==> config.mk <==
export PLATFORM = sky130hd
export DESIGN_NAME = mult2x2_seq_ctrl
export DESIGN_NICKNAME = d
export VERILOG_FILES = /design/src/rtl/mult2x2_seq_ctrl.sv
export SDC_FILE = /design/constraint.sdc
export NUM_CORES = 1
export LEC_CHECK = 0
export CAP_MARGIN = 5
export CORE_MARGIN = 2
export CORE_UTILIZATION = 25
export CTS_CLUSTER_DIAMETER = 40
export DETAILED_ROUTE_END_ITERATION = 16
export PLACE_DENSITY_LB_ADDON = 0.12
export SLEW_MARGIN = 10
export SYNTH_ARGS = -nofsm -noshare
export SYNTH_HDL_FRONTEND = slang
export SYNTH_SLANG_ARGS = --single-unit
==> constraint.sdc <==
create_clock -name clk -period 5.59 [get_ports clk]
set_input_delay 0.559 -clock clk [delete_from_list [all_inputs] [get_ports clk]]
set_output_delay 0.559 -clock clk [all_outputs]
set_load 0.02 [all_outputs]
==> src/rtl/mult2x2_seq_ctrl.sv <==
// Sequencer that forms a WIDTH x WIDTH unsigned product from one external 2x2
// multiplier cell, feeding it one digit pair per clock and shift-accumulating.
module mult2x2_seq_ctrl #(
  parameter int unsigned WIDTH = 4
) (
  input  logic                 clk,
  input  logic                 rst_n,
  input  logic                 start,
  input  logic [WIDTH-1:0]     a,
  input  logic [WIDTH-1:0]     b,
  output logic [1:0]           pp_a,
  output logic [1:0]           pp_b,
  input  logic [3:0]           pp_q,
  output logic                 busy,
  output logic                 done,
  output logic [2*WIDTH-1:0]   product
);

  localparam int unsigned N  = WIDTH / 2;
  localparam int unsigned PW = 2 * WIDTH;
  localparam int unsigned IW = (N > 1) ? $clog2(N) : 1;
  localparam int unsigned SW = IW + 1;
  localparam logic [IW-1:0] LAST = IW'(N - 1);

  if ((WIDTH < 2) || ((WIDTH % 2) != 0)) begin : g_bad_width
    $error("mult2x2_seq_ctrl: WIDTH must be even and >= 2");
  end

  typedef enum logic [1:0] {
    S_IDLE = 2'd0,
    S_RUN  = 2'd1,
    S_DONE = 2'd2
  } state_t;

  state_t           r_state;
  state_t           w_state_nxt;

  logic [WIDTH-1:0] r_a;
  logic [WIDTH-1:0] r_b;
  logic [IW-1:0]    r_i;
  logic [IW-1:0]    r_j;
  logic [PW-1:0]    r_acc;
  logic [PW-1:0]    r_product;
  logic [1:0]       r_pp_a;
  logic [1:0]       r_pp_b;
  logic             r_busy;
  logic             r_done;

  logic             w_accept;
  logic             w_last;
  logic [SW-1:0]    w_sum;
  logic [PW-1:0]    w_acc_sum;
  logic [IW-1:0]    w_i_nxt;
  logic [IW-1:0]    w_j_nxt;
  logic [WIDTH-1:0] w_a_src;
  logic [WIDTH-1:0] w_b_src;
  logic [1:0]       w_pp_a_nxt;
  logic [1:0]       w_pp_b_nxt;
  logic             w_busy_nxt;
  logic             w_done_nxt;

  assign w_accept  = start && ((r_state == S_IDLE) || (r_state == S_DONE));
  assign w_last    = (r_i == LAST) && (r_j == LAST);
  assign w_sum     = SW'(r_i) + SW'(r_j);
  // Digit pair (i,j) carries weight 4^(i+j).
  assign w_acc_sum = r_acc + (PW'(pp_q) << {w_sum, 1'b0});

  // State register plus registered outputs
  always_ff @(posedge clk or negedge rst_n) begin
    if (!rst_n) begin
      r_state <= S_IDLE;
      r_busy  <= 1'b0;
      r_done  <= 1'b0;
      r_pp_a  <= '0;
      r_pp_b  <= '0;
    end else begin
      r_state <= w_state_nxt;
      r_busy  <= w_busy_nxt;
      r_done  <= w_done_nxt;
      r_pp_a  <= w_pp_a_nxt;
      r_pp_b  <= w_pp_b_nxt;
    end
  end

  // Next-state logic
  always_comb begin
    w_state_nxt = r_state;
    case (r_state)
      S_IDLE:  if (start) w_state_nxt = S_RUN;
      S_RUN:   if (w_last) w_state_nxt = S_DONE;
      S_DONE:  w_state_nxt = start ? S_RUN : S_IDLE;
      default: w_state_nxt = S_IDLE;
    endcase
  end

  // Digit index walk: j inner, i outer
  always_comb begin
    w_i_nxt = r_i;
    w_j_nxt = r_j;
    if (w_accept) begin
      w_i_nxt = '0;
      w_j_nxt = '0;
    end else if (r_state == S_RUN) begin
      if (r_j == LAST) begin
        w_j_nxt = '0;
        w_i_nxt = (r_i == LAST) ? '0 : r_i + 1'b1;
      end else begin
        w_j_nxt = r_j + 1'b1;
      end
    end
  end

  // Output logic; digits for the next cycle come from fresh operands on accept
  always_comb begin
    w_a_src    = w_accept ? a : r_a;
    w_b_src    = w_accept ? b : r_b;
    w_busy_nxt = (w_state_nxt == S_RUN);
    w_done_nxt = (w_state_nxt == S_DONE);
    w_pp_a_nxt = '0;
    w_pp_b_nxt = '0;
    if (w_busy_nxt) begin
      w_pp_a_nxt = 2'(w_a_src >> {w_i_nxt, 1'b0});
      w_pp_b_nxt = 2'(w_b_src >> {w_j_nxt, 1'b0});
    end
  end

  // Operand capture, index and accumulator datapath
  always_ff @(posedge clk or negedge rst_n) begin
    if (!rst_n) begin
      r_a       <= '0;
      r_b       <= '0;
      r_i       <= '0;
      r_j       <= '0;
      r_acc     <= '0;
      r_product <= '0;
    end else begin
      r_i <= w_i_nxt;
      r_j <= w_j_nxt;
      if (w_accept) begin
        r_a   <= a;
        r_b   <= b;
        r_acc <= '0;
      end else if (r_state == S_RUN) begin
        r_acc <= w_acc_sum;
        if (w_last) r_product <= w_acc_sum;
      end
    end
  end

  assign pp_a    = r_pp_a;
  assign pp_b    = r_pp_b;
  assign busy    = r_busy;
  assign done    = r_done;
  assign product = r_product;

endmodule
; After elaboration in Yosys (flattened, before gate mapping)
; Index checks and enable logic that the tools add are counted.
[op_classes]
reduce_logical = 6
n_addsub = 4
n_mux = 17
n_bitwise = 1
shift = 3
n_eq_ne = 4
[op_table]
columns = cell, count
row1 = $mux W8, 2
row2 = $add A8 B8 Y8, 1
row3 = $mux W1, 8
row4 = $mux W2, 4
row5 = $mux W4, 2
row6 = $shl A4 B3 Y8, 1
row7 = $shr A4 B2 Y2, 2
row8 = $pmux W2 S3, 1
row9 = $eq A2 B1 Y1 const B, 2
row10 = $eq A2 B2 Y1 const B, 2
row11 = $reduce_and A3 Y1, 1
row12 = $add A1 B1 Y1 const B, 2
row13 = $add A1 B1 Y2, 1
row14 = $logic_and A1 B1 Y1, 2
row15 = $logic_not A2 Y1, 1
row16 = $reduce_bool A2 Y1, 1
row17 = $logic_or A1 B1 Y1, 1
row18 = $not A1 Y1, 1
[word_totals]
regBits = 34
wordCells = 46
output_inout_bits = 14
in_bits = 15

; Longest topological paths before layout
[logic_depth]
word_depth = 7
ltp_mapped = 12
mapped_depth_nobuf = 11

; Worst setup path before layout
; No wires, ideal clock.
[synth_timing]
path_kind = register to register
startpoint = register r_j
endpoint = register r_product[7], in the netlist product[7]
path_buffers = 0
period_less_slack_ns = 2.550
stages_incl_launch_ff = 10
setup_time_ns = 0.125
t_arrival_ns = 2.425
slack_ns = 3.040
required_time_ns = 5.465
cell_sequence = dfrtp_1 ha_1 mux2i_1 nor2_1 ha_1 o211ai_1 o21ai_2 a31oi_4 xnor3_1 mux2_4
[synth_via]
elab_chain_cells = 3
elab_cells_between_ends = 5
classes_between = 2 x add/sub / 1 x shift / 2 x reduce/logical
[synth_rtl]
columns = element, line
row1 = from (decl), 41  ; logic [IW-1:0] r_j;
row2 = from (signal assigned), 138  ; r_j <= w_j_nxt;
row3 = $add A1 B1 Y2, 64  ; assign w_sum = SW'(r_i) + SW'(r_j);
row4 = $shl A4 B3 Y8, 66  ; assign w_acc_sum = r_acc + (PW'(pp_q) << {w_sum, 1'b0});
row5 = $add A8 B8 Y8, 66
row6 = to (signal assigned), 145  ; if (w_last) r_product <= w_acc_sum;
row7 = to (decl), 43  ; logic [PW-1:0] r_product;
; Parallel ways exist; a longest one is shown, timed or not.
; A chain may end at the register's enable or synchronous reset.

; Final worst setup path
; Same ends and word-level chain as after synthesis.

==> out/metrics.yaml <==
clock_tree:
  cts_buffer_depth: 2
  clkLatencyLatePin_ns: 0.29
  cts_tree: "built"
  root_buffer: "clkbuf_8"
  cts_hold_buf: 0
  postCtsSetupBuffers: 0
  cts_max_level: 2
  clkTransAtPathRegs_ns: 0.07
  cts_buffers: 5
  cts_sinks: 34
  cts_resized: 0
routing:
  wl_met1_um: 1920
  drt_iter0_drc: 54
  dr.max_layer_used: "met4"
  viasPerCell: 4.53
  dr.pass1.iters: 4
  num_vias: 1299
  wl_per_cell_um: 13.4
  routed_wl_um: 3860
  routed-wl-met3_um: 179
  antenna_violating_nets_post_route: 0
  drc_errors: 0
  wl_met2_um: 1710
logic_synthesis:
  synth_nets: 199
  syn_inst: 175
  synth_area_leaders: "dfrtp_1 (49%), nand2_1 (8.1%), ha_1 (5.8%)"
  ys_seq_area_share_pct: 49.4
  synth.distinct_cells: 34
  yosysMostFrequentCell: "nand2_1"
  synth_top_cells_by_count: "nand2_1 (37), dfrtp_1 (34), o21ai_0 (14)"
  netlist_area_um2: 1720
  synth-seq-cells: 34
  yosysTopAreaCellShare_pct: 49.4
  synthArstFlopShare_pct: 100
  synth-edff-count: 0
  avgSynthCellArea_um2: 9.85
  ys.flop_type: "dfrtp_1"
  yosys.area.top_type: "dfrtp_1"
  yosys_warnings: 0
sta:
  worstMarginPinSlew_ns: 0.695
  tns_ns: 0
  worst_clock_skew_ns: 0.00779
  slew_violations: 0
  rsz0062_at_grt: "false"
  setup_viol: 0
  max_freq_mhz: 361
  period_share_pct: 49.6
  slew_headroom_pct: 53.5
  post-route-min-period_ns: 2.77
  hold_viol_final: 0
outcome:
  outcome: "finished, final reports clean"
cells_and_area:
  fillCellCount: 698
  area_delta_synth_final_pct: 26.9
  fin_cells: 287
  fin_nets: 230
  antennaDiodeCount: 0
  drive_gt1_share_pct: 7.25
worst_hold_path:
  min_path_type: "reg2reg"
  min_path_cells: 2
placement:
  routabilityCongestion: 0.748
  placedCellCount: 279
  dp_hpwl_um: 2730
  port_buffers: 28
grt:
  track_usage_pct: 11.4
  grt_overflow: 0
  grt_max_degree: 35
  grt_pass1_wl_um: 6650
  grt_antenna_before_repair: 0
  grt_pass1_vias: 1364
critical_path:
  cp_max_fo: 6
  reg2reg_depth: 9
  required_ns: 5.76
  worstSetupPathType: "reg2reg"
  arrival_ns: 2.95
  cp-start-kind: "flop"
  critPathCaptureType: "flop"
floorplanning:
  initial_core_util_pct: 25.6
  coreArea_um2: 6720
  ioPinCount: 29
  die_w_um: 87.0
  die-height_um: 87.0
  rows: 30
  fp.dieArea_um2: 7570
pwr:
  irDropWorstVdd_mv: 0.236
  fin_total_pwr_mw: 1.40
  power.density_nw_per_um2: 641
  cellLeakagePower_nw: 1.05
run:
  drv_cap: 0
-- critical path, stage by stage, from the launching register on --
cell	delay (ns)
dfrtp_1	0.40
ha_1	0.42
mux2i_1	0.27
nor2_1	0.07
ha_1	0.33
o211ai_1	0.21
o21ai_2	0.13
a31oi_4	0.22
xnor3_1	0.34
mux2_4	0.27
-- logic make-up (layout without fill, tap and decap cells) --
kind of cell,count (synthesis),after routing,synth area share (%)
buffers and inverters,15,47,3.34
AO/OA/AOI/OAI,29,29,11.6
XOR/XNOR,4,4,2.83
flip-flops,34,34,49.4
AND/OR/NAND/NOR,74,74,19.7
adder cells (fa/ha/maj),9,9,6.97
multiplexers,10,10,6.17
-- layer usage --
layer  track usage, %  up-vias
met1             14.9      609
li1                 -      653
met2             18.0       32
met3             3.13        5
met4             4.26        0
met5                0        -
-- registers in the layout, indices dropped and copies added, names as in the netlist --
register,flops
busy,1
r_j,1
r_acc,8
product,8
pp_b,2
done,1
r_i,1
r_state,2
pp_a,2
r_a,4
r_b,4
-- report_power, final --
group / switching, mW / total (mW) / internal [mW] / leakage [nW]
clock: 0.0959 / 0.195 / 0.0991 / 0.0472
sequential: 0.0500 / 0.412 / 0.362 / 0.425
combinational: 0.450 / 0.794 / 0.344 / 0.573
total: 0.596 / 1.40 / 0.805 / 1.05
-- final timing paths --
| kind | startpoint | to | slack, ns |
|---|---|---|---|
| worst max-delay path | r_j | product[7] | 2.82 |
| worst min-delay path | r_b[0] | r_b[0] | 0.48 |
| worst max register to register | r_j | product[7] | 2.82 |
| worst min register to register | r_b[0] | r_b[0] | 0.48 |
| max in group asynchronous | rst_n | r_a[1] | 4.59 |
| min in group asynchronous | rst_n | product[6] | 0.68 |
-- metrics by stage --
step	cell area [um^2]	hold slack [ns]	worst slack [ns]	utilization (%)
floorplan	1720	0.263	3.04	-
global placement	2090	0.458	2.65	31.1
detailed placement	2090	0.460	2.64	31.1
CTS	2190	0.478	2.80	32.5
global route	2190	0.494	2.65	32.5
finish	2190	0.478	2.82	32.5
-- cell type report --
cell class | count | area, um^2 | share of cell area (%)
Sequential cell | 34 | 851 | 38.9
Timing Repair Buffer | 29 | 288 | 13.2
Inverter | 10 | 37.5 | 1.72
Multi-Input combinational cell | 126 | 815 | 37.3
Clock inverter | 2 | 12.5 | 0.572
Clock buffer | 6 | 82.6 | 3.78
Tap cell | 80 | 100 | 4.58
-- cells in the final DEF, fill, tap and decap left out, types with 5 or more instances in the layout --
master           instances
mux2i_1                  8
nor2_1                  12
clkbuf_8                 6
nand2b_1                 5
nand2_1                 37
nor2b_1                  7
dfrtp_1                 34
clkdlybuf4s50_1         28
ha_1                     8
o21ai_0                 14
inv_1                   10
Power figures use the tool's default switching activity.
